**config.mk**
```make
export PLATFORM = sky130hd
export DESIGN_NAME = tt_um_hoene_input_arbiter
export DESIGN_NICKNAME = d
export VERILOG_FILES = /design/src/rtl/tt_um_hoene_input_arbiter.sv
export SDC_FILE = /design/constraint.sdc
export NUM_CORES = 1
export LEC_CHECK = 0
export ABC_AREA = 1
export BUFFER_PORTS_ARGS = -buffer_cell sky130_fd_sc_hd__buf_4
export CORE_UTILIZATION = 55
export DETAILED_ROUTE_END_ITERATION = 6
export PLACE_DENSITY = 0.87
export SYNTH_ARGS = -nofsm -noshare
export SYNTH_HDL_FRONTEND = slang
export SYNTH_SLANG_ARGS = --single-unit
```
**constraint.sdc**
```tcl
create_clock -name clk -period 2.3 [get_ports clk]
set_input_delay 0.23 -clock clk [delete_from_list [all_inputs] [get_ports clk]]
set_output_delay 0.23 -clock clk [all_outputs]
set_load 0.03 [all_outputs]
```
**src/rtl/tt_um_hoene_input_arbiter.sv**
```systemverilog
// Two-link input arbiter: grants DIN or BIN for one frame, forwards its bits 1 clk late, flushes on release.
// No backpressure; a strobe on the non-granted link is dropped and only raises the sticky collision flag.
module tt_um_hoene_input_arbiter #(
   parameter int IDLE_CYCLES = 1000,
   parameter int BITS        = 32,
   parameter bit PRIO_DIN    = 1'b1
) (
   input  logic       clk,
   input  logic       rst,
   input  logic       din_data,
   input  logic       din_clk,
   input  logic       din_sync,
   input  logic       bin_data,
   input  logic       bin_clk,
   input  logic       bin_sync,
   output logic       out_data,
   output logic       out_clk,
   output logic       out_sync,
   output logic       in0selected,
   output logic [4:0] bit_counter,
   output logic       word_error,
   output logic       timeout,
   output logic       collision
);
   localparam logic [1:0] ST_IDLE     = 2'd0;
   localparam logic [1:0] ST_LOCK_DIN = 2'd1;
   localparam logic [1:0] ST_LOCK_BIN = 2'd2;
   localparam logic [1:0] ST_FLUSH    = 2'd3;

   localparam int              IW        = $clog2(IDLE_CYCLES);
   localparam logic [IW-1:0]   IDLE_LAST = IW'(IDLE_CYCLES - 1);
   localparam logic [4:0]      BIT_LAST  = 5'(BITS - 1);

   logic [1:0]    state;
   logic [IW-1:0] idle_cnt;
   logic          din_cand, bin_cand, take_din;
   logic          locked, lock_din;
   logic          g_sync, g_clk, g_data, other_cand;
   logic          rel_sync, rel_idle;
   logic [4:0]    next_idx;

   always_comb begin
      din_cand   = din_sync & din_clk;
      bin_cand   = bin_sync & bin_clk;
      take_din   = din_cand & (~bin_cand | PRIO_DIN);
      lock_din   = (state == ST_LOCK_DIN);
      locked     = lock_din | (state == ST_LOCK_BIN);
      g_sync     = lock_din ? din_sync : bin_sync;
      g_clk      = lock_din ? din_clk  : bin_clk;
      g_data     = lock_din ? din_data : bin_data;
      other_cand = lock_din ? bin_cand : din_cand;
      rel_sync   = locked & ~g_sync;
      rel_idle   = locked & g_sync & ~g_clk & (idle_cnt == IDLE_LAST);
      // bit_counter holds the index of the last forwarded bit until the cycle after its strobe
      if (!out_clk)
         next_idx = bit_counter;
      else if (bit_counter == BIT_LAST)
         next_idx = 5'd0;
      else
         next_idx = bit_counter + 5'd1;
   end

   always_ff @(posedge clk or posedge rst) begin
      if (rst) begin
         state       <= ST_IDLE;
         out_data    <= 1'b0;
         out_clk     <= 1'b0;
         out_sync    <= 1'b0;
         in0selected <= 1'b1;
         bit_counter <= 5'd0;
         word_error  <= 1'b0;
         timeout     <= 1'b0;
         collision   <= 1'b0;
         idle_cnt    <= '0;
      end else begin
         out_clk    <= 1'b0;
         word_error <= 1'b0;
         timeout    <= 1'b0;
         case (state)
            ST_IDLE: begin
               if (din_cand | bin_cand) begin
                  state       <= take_din ? ST_LOCK_DIN : ST_LOCK_BIN;
                  out_sync    <= 1'b1;
                  out_clk     <= 1'b1;
                  out_data    <= take_din ? din_data : bin_data;
                  in0selected <= take_din;
                  bit_counter <= 5'd0;
                  collision   <= 1'b0;
                  idle_cnt    <= '0;
               end
            end
            ST_LOCK_DIN, ST_LOCK_BIN: begin
               if (other_cand)
                  collision <= 1'b1;
               if (rel_sync | rel_idle) begin
                  state       <= ST_FLUSH;
                  out_sync    <= 1'b0;
                  out_data    <= 1'b0;
                  bit_counter <= 5'd0;
                  idle_cnt    <= '0;
                  word_error  <= (next_idx != 5'd0);
                  timeout     <= rel_idle;
               end else begin
                  bit_counter <= next_idx;
                  if (g_clk) begin
                     out_clk  <= 1'b1;
                     out_data <= g_data;
                     idle_cnt <= '0;
                  end else begin
                     idle_cnt <= idle_cnt + 1'b1;
                  end
               end
            end
            default: state <= ST_IDLE;
         endcase
      end
   end
endmodule
```
Yosys cells after proc, flatten, opt, wreduce, memory -nomap -nowiden
Index checks and enable logic that the tools add are counted.
{"block": "totals", "inputBits": 8, "wordCells": 77, "out_inout_bits": 12, "ff_bits": 24}
{"block": "op_classes", "n_bitwise": 11, "mux": 36, "addsub": 2, "reduce_logical": 10, "eq_ne": 8}
{"cell": "two-way mux 10 bit", "count": 3}
{"cell": "two-way mux 5 bit", "count": 4}
{"cell": "one-hot mux 10 bit (2 select lines)", "count": 1}
{"cell": "two-way mux 1 bit", "count": 19}
{"cell": "adder 10 x 1 -> 10 bit, second input constant", "count": 1}
{"cell": "equality test 10 bit, second input constant", "count": 1}
{"cell": "one-hot mux 5 bit (2 select lines)", "count": 1}
{"cell": "AND reduction 3 bit", "count": 3}
{"cell": "one-hot mux 1 bit (2 select lines)", "count": 4}
{"cell": "AND 1 bit", "count": 6}
{"cell": "two-way mux 2 bit", "count": 3}
{"cell": "!= test 2 bit, second input constant", "count": 3}
{"cell": "AND reduction 2 bit", "count": 3}
{"cell": "adder 5 x 1 -> 5 bit, second input constant", "count": 1}
{"cell": "equality test 5 bit, second input constant", "count": 1}
{"cell": "nonzero test 5 bit", "count": 1}
{"cell": "one-hot mux 2 bit (2 select lines)", "count": 1}
{"cell": "!= test 3 bit, second input constant", "count": 1}
{"cell": "bitwise OR 1 bit", "count": 3}
{"cell": "equality test 2 x 1 -> 1 bit, second input constant", "count": 1}
{"cell": "equality test 2 bit, second input constant", "count": 1}
{"cell": "logical NOT 2 bit", "count": 1}
{"cell": "NOT 1 bit", "count": 2}
{"cell": "nonzero test 2 bit", "count": 1}
{"cell": "OR reduction 2 bit", "count": 1}

Depth between registers and ports, before layout
{"block": "depth", "word_depth": 8, "mapped_depth": 10, "depth_no_buf": 10}

Worst setup path before layout
OpenSTA, ideal clock, no wires.
{"block": "synth_timing", "path_type": "reg-to-reg", "start": "reg bit_counter[1]", "end": "reg word_error", "t_required_ns": 2.183, "setup_ns": 0.117, "path_stages_with_launch": 11, "arrival_ns": 1.587, "setup_slack_ns": 0.596, "path_buffers": 0, "synth_period_minus_slack_ns": 1.704, "cell_sequence": "dfrtp_1 -> ha_1 -> nand2_1 -> nor2_1 -> ha_1 -> nand2_1 -> o21ai_0 -> a21oi_1 -> nand3_1 -> nor2_1 -> nor2_1"}
{"block": "synth_between", "elab_chain_len": 6, "word_cells_on_any_way": 7, "classes_between": "1 x add/sub; 1 x eq/ne; 4 x mux; 1 x reduce/logical"}
{"item": "from (decl)", "line_no": "20", "rtl": "output logic [4:0] bit_counter,"}
{"item": "from (signal assigned)", "line_no": "104", "rtl": "bit_counter <= next_idx;"}
{"item": "adder 5 x 1 -> 5 bit or equality test 5 bit (tied branches)", "line_no": "60, 57"}
{"item": "two-way mux 5 bit", "line_no": "57", "rtl": "else if (bit_counter == BIT_LAST)"}
{"item": "two-way mux 5 bit *", "line_no": "55", "rtl": "if (!out_clk)"}
{"item": "nonzero test 5 bit *", "line_no": "101", "rtl": "word_error <= (next_idx != 5'd0);"}
{"item": "two-way mux 1 bit *", "line_no": "95", "rtl": "if (rel_sync | rel_idle) begin"}
{"item": "two-way mux 1 bit *", "line_no": "79", "rtl": "case (state)"}
{"item": "to (signal assigned)", "line_no": "101"}
{"item": "to (decl)", "line_no": "21", "rtl": "output logic word_error,"}
Every way passes the cells marked *; elsewhere a longest branch is shown, timed or not.
A chain may end at the register's enable or synchronous reset.

Worst setup path in the final report
{"block": "layout_timing", "start": "reg state[0]", "end": "reg idle_cnt[9]"}
{"block": "layout_between", "elab_chain_len": 8, "word_cells_on_any_way": 20, "classes_between": "3 x eq/ne; 5 x mux; 8 x bitwise; 4 x reduce/logical"}
{"item": "from (decl)", "line_no": "34", "rtl": "logic [1:0] state;"}
{"item": "from (signal assigned)", "line_no": "82", "rtl": "state <= take_din ? ST_LOCK_DIN : ST_LOCK_BIN;"}
{"item": "equality test 2 x 1 -> 1 bit or equality test 2 bit (tied branches)", "line_no": "46, 47"}
{"item": "bitwise OR 1 bit *", "line_no": "47", "rtl": "locked = lock_din | (state == ST_LOCK_BIN);"}
{"item": "net locked", "line_no": "37", "rtl": "logic locked, lock_din;"}
{"item": "AND 1 bit (3 in a row)", "line_no": "53", "rtl": "rel_idle = locked & g_sync & ~g_clk & (idle_cnt == IDLE_LAST);"}
{"item": "bitwise OR 1 bit *", "line_no": "95"}
{"item": "two-way mux 10 bit *", "line_no": "95"}
{"item": "one-hot mux 10 bit (2 select lines) *", "line_no": "79"}
{"item": "to (signal assigned)", "line_no": "110", "rtl": "idle_cnt <= idle_cnt + 1'b1;"}
{"item": "to (decl)", "line_no": "35", "rtl": "logic [IW-1:0] idle_cnt;"}
The timed path passes the listed nets; every way through them passes the cells marked *.

==> impl_metrics.csv <==
group,metric,value,unit
job,max-cap-violations,0,
layout,nNetsFinal,234,
clock_tree,post_cts_hold_buffer_count,0,
clock_tree,cts-root-buf,"clkbuf_4",
grt,grt_max_degree,25,
synthesis,ys_ff_latch,24,
synthesis,async_reset_ff_share,100.0,%
power_and_ir_drop,power_density,1133,nW/µm²
layout,top_regs,"idle_cnt: 10 flops, bit_counter: 5 flops, state: 2 flops",
sta,rsz0062_at_grt,"false",
routing,route.final.wire_length,2817,µm
synthesis,synth_area_leaders,"dfrtp_1, nand2_1, nor2_1",
clock_tree,cts_buffer_depth,2,
sta,slew_headroom,39.88,%
clock_tree,clock-sinks,24,
die,die_area,2919,µm²
setup_path,r2r-start,"state[0]",
setup_path,crit_start,"state[0]",
sta,finalMaxSlewViolations,0,
layout,finish.instance_area,1693,µm²
sta,hold_viol,0,
grt,grt_pass1_vias,1110,
power_and_ir_drop,total_power,1.917,mW
routing,drt_iter0_markers,27,
worst_hold_path,hold_class,"in2async",
die,coreArea,2522,µm²
setup_path,critPathLaunchType,"register",
layout,drive_above_1_share,22.37,%
clock_tree,htree_levels,1,
setup_path,crit_required,2.53,ns
setup_path,critPathMaxFanout,14,
clock_tree,ctsResizeCount,0,
setup_path,critPathArrivalTime,2.02,ns
clock_tree,clk_pin_slew,0.13,ns
die,initial_utilization,59.03,%
power_and_ir_drop,peakVddDrop,1008,µV
layout,diodes,0,
sta,max_freq,0.5591,GHz
synthesis,netlist_instances,198,
clock_tree,cts_setup_buffers,0,
clock_tree,cts_tree,"yes",
routing,routedWlPerCell,11.31,µm
die,io_pins,20,
clock_tree,cts_buffers,3,
grt,globalRouteOverflowTotal,0,
synthesis,synthesis.nets,212,
sta,fin_setup_tns,0,ns
routing,vias,1290,
routing,antenna_left,0,
synthesis,yosys_most_used_dff,"dfrtp_1",
synthesis,syn_area_per_cell,7.520,µm²
sta,skew,0.003384,ns
routing,drt-pass1-iter-count,4,
sta,timing.final.crit_share,77.77,%
grt,grt_antenna_before_repair,0,
synthesis,yosys.area.top_type_share,38.66,%
routing,drc,0,
sta,worstMarginPinSlew,0.9008,ns
synthesis,synth_edf_count,0,
synthesis,netlist_area,1489,µm²
die,die_y,54.03,µm
setup_path,crit_path_end_kind,"register",
power_and_ir_drop,p_leak,0.8510,nW
synthesis,synth_warnings,0,
synthesis,ys_types,28,
grt,grt_pass1_wl,4560,µm
sta,setup_violations,0,
layout,max_flop_register,"idle_cnt",
synthesis,ys_seq_area_share,40.42,%
layout,syn_to_final_growth,13.70,%
clock_tree,clock_latency,0.32,ns
sta,finalCriticalPeriod,1.789,ns
placed_design,port_buffers,19,
placed_design,place_hpwl,2195,µm
setup_path,crit_type,"reg2reg",
layout,largest_reg_flops,10,
die,num_rows,18,
sta,timing.hold.ws,0.08816,ns
routing,viasPerCell,5.181,
grt,track_usage,21.97,%
synthesis,synth_area_leader_cell,"dfrtp_1",
die,die_x,54.03,µm
placed_design,placed_area,1657,µm²
setup_path,r2r_slack,0.51,ns
status,status,"completed",
placed_design,gp_congestion,0.9075,
## through the flow
stage / utilization [%] / instances / setup WS (ns)
after floorplan: - / 198 / 0.5959
after global placement: 65.67 / 245 / 0.6095
after detailed placement: 65.67 / 245 / 0.5507
after CTS: 67.11 / 249 / 0.5350
after global routing: 67.11 / 249 / 0.3824
final: 67.11 / 249 / 0.5113
## per-layer routing
layer	global-route usage [%]	vias up	part of all wire (%)
met5	0	-	0
met4	8.974	0	1.7
met3	2.542	5	3.4
met2	36.21	28	45
met1	29.07	584	50
li1	-	673	-
## power by group
| group | total [mW] | switching, mW | internal, mW | leakage (nW) |
|---|---|---|---|---|
| Sequential | 0.569 | 0.0578 | 0.511 | 0.319 |
| Combinational | 1.12 | 0.754 | 0.367 | 0.511 |
| Clock | 0.227 | 0.130 | 0.0969 | 0.0210 |
| Total | 1.92 | 0.942 | 0.975 | 0.851 |
## cell type report
cell class / instances / area (µm²)
inverter: 26 / 97.59
fill: 230 / 829.5
timing repair buffer: 19 / 142.6
sequential: 24 / 601.8
tap: 30 / 37.54
clock buffer: 4 / 36.28
multi-input combinational: 146 / 777.0
## Yosys cell counts (all sizes together), types with 2 or more instances
| master | number |
|---|---|
| nand3 | 14 |
| nor2 | 31 |
| or2 | 2 |
| ha | 6 |
| inv | 26 |
| a21oi | 13 |
| o22ai | 3 |
| nand4 | 3 |
| o21ai | 13 |
| dfrtp | 23 |
| nand2 | 57 |
## logic make-up (layout without fill, tap and decap cells)
| logic type | after synthesis | in the layout | share of synthesized area (%) |
|---|---|---|---|
| AO/OA/AOI/OAI | 31 | 31 | 12.52 |
| XOR/XNOR | 1 | 1 | 0.5883 |
| adder cells (fa/ha/maj) | 6 | 6 | 5.042 |
| buffers and inverters | 28 | 49 | 7.395 |
| flip-flops | 24 | 24 | 40.42 |
| AND/OR/NAND/NOR | 108 | 108 | 34.03 |
## cell usage in the layout, fill, tap and decap left out, drive strengths merged
cell type	n
o22ai	3
inv	26
clkbuf	4
nand2	57
nand4	3
nand3	14
a22oi	1
dfrtp	23
o21bai	1
ha	6
or2	2
buf	19
a21oi	13
dfstp	1
o21ai	13
xnor2	1
nor3	1
nor2	31
## critical path: stages (launching register included)
cell     delay [ns]
dfrtp_1        0.41
inv_1          0.06
ha_1           0.43
nand2_1        0.10
nand2_2        0.25
nand3_2        0.14
nor2_1         0.15
nand2_1        0.07
nand2_1        0.05
nor2_1         0.04
## final timing paths
| kind | endpoint | depth (start not counted) |
|---|---|---|
| setup / recovery | idle_cnt[9] | 9 |
| hold / removal | bit_counter[1] | 2 |
| setup reg to reg | idle_cnt[9] | 9 |
| hold reg to reg | in0selected | 2 |
| max in group asynchronous | out_data | 2 |
| min in group clk | timeout | 4 |
No activity file was read; power rests on OpenSTA's default activity.
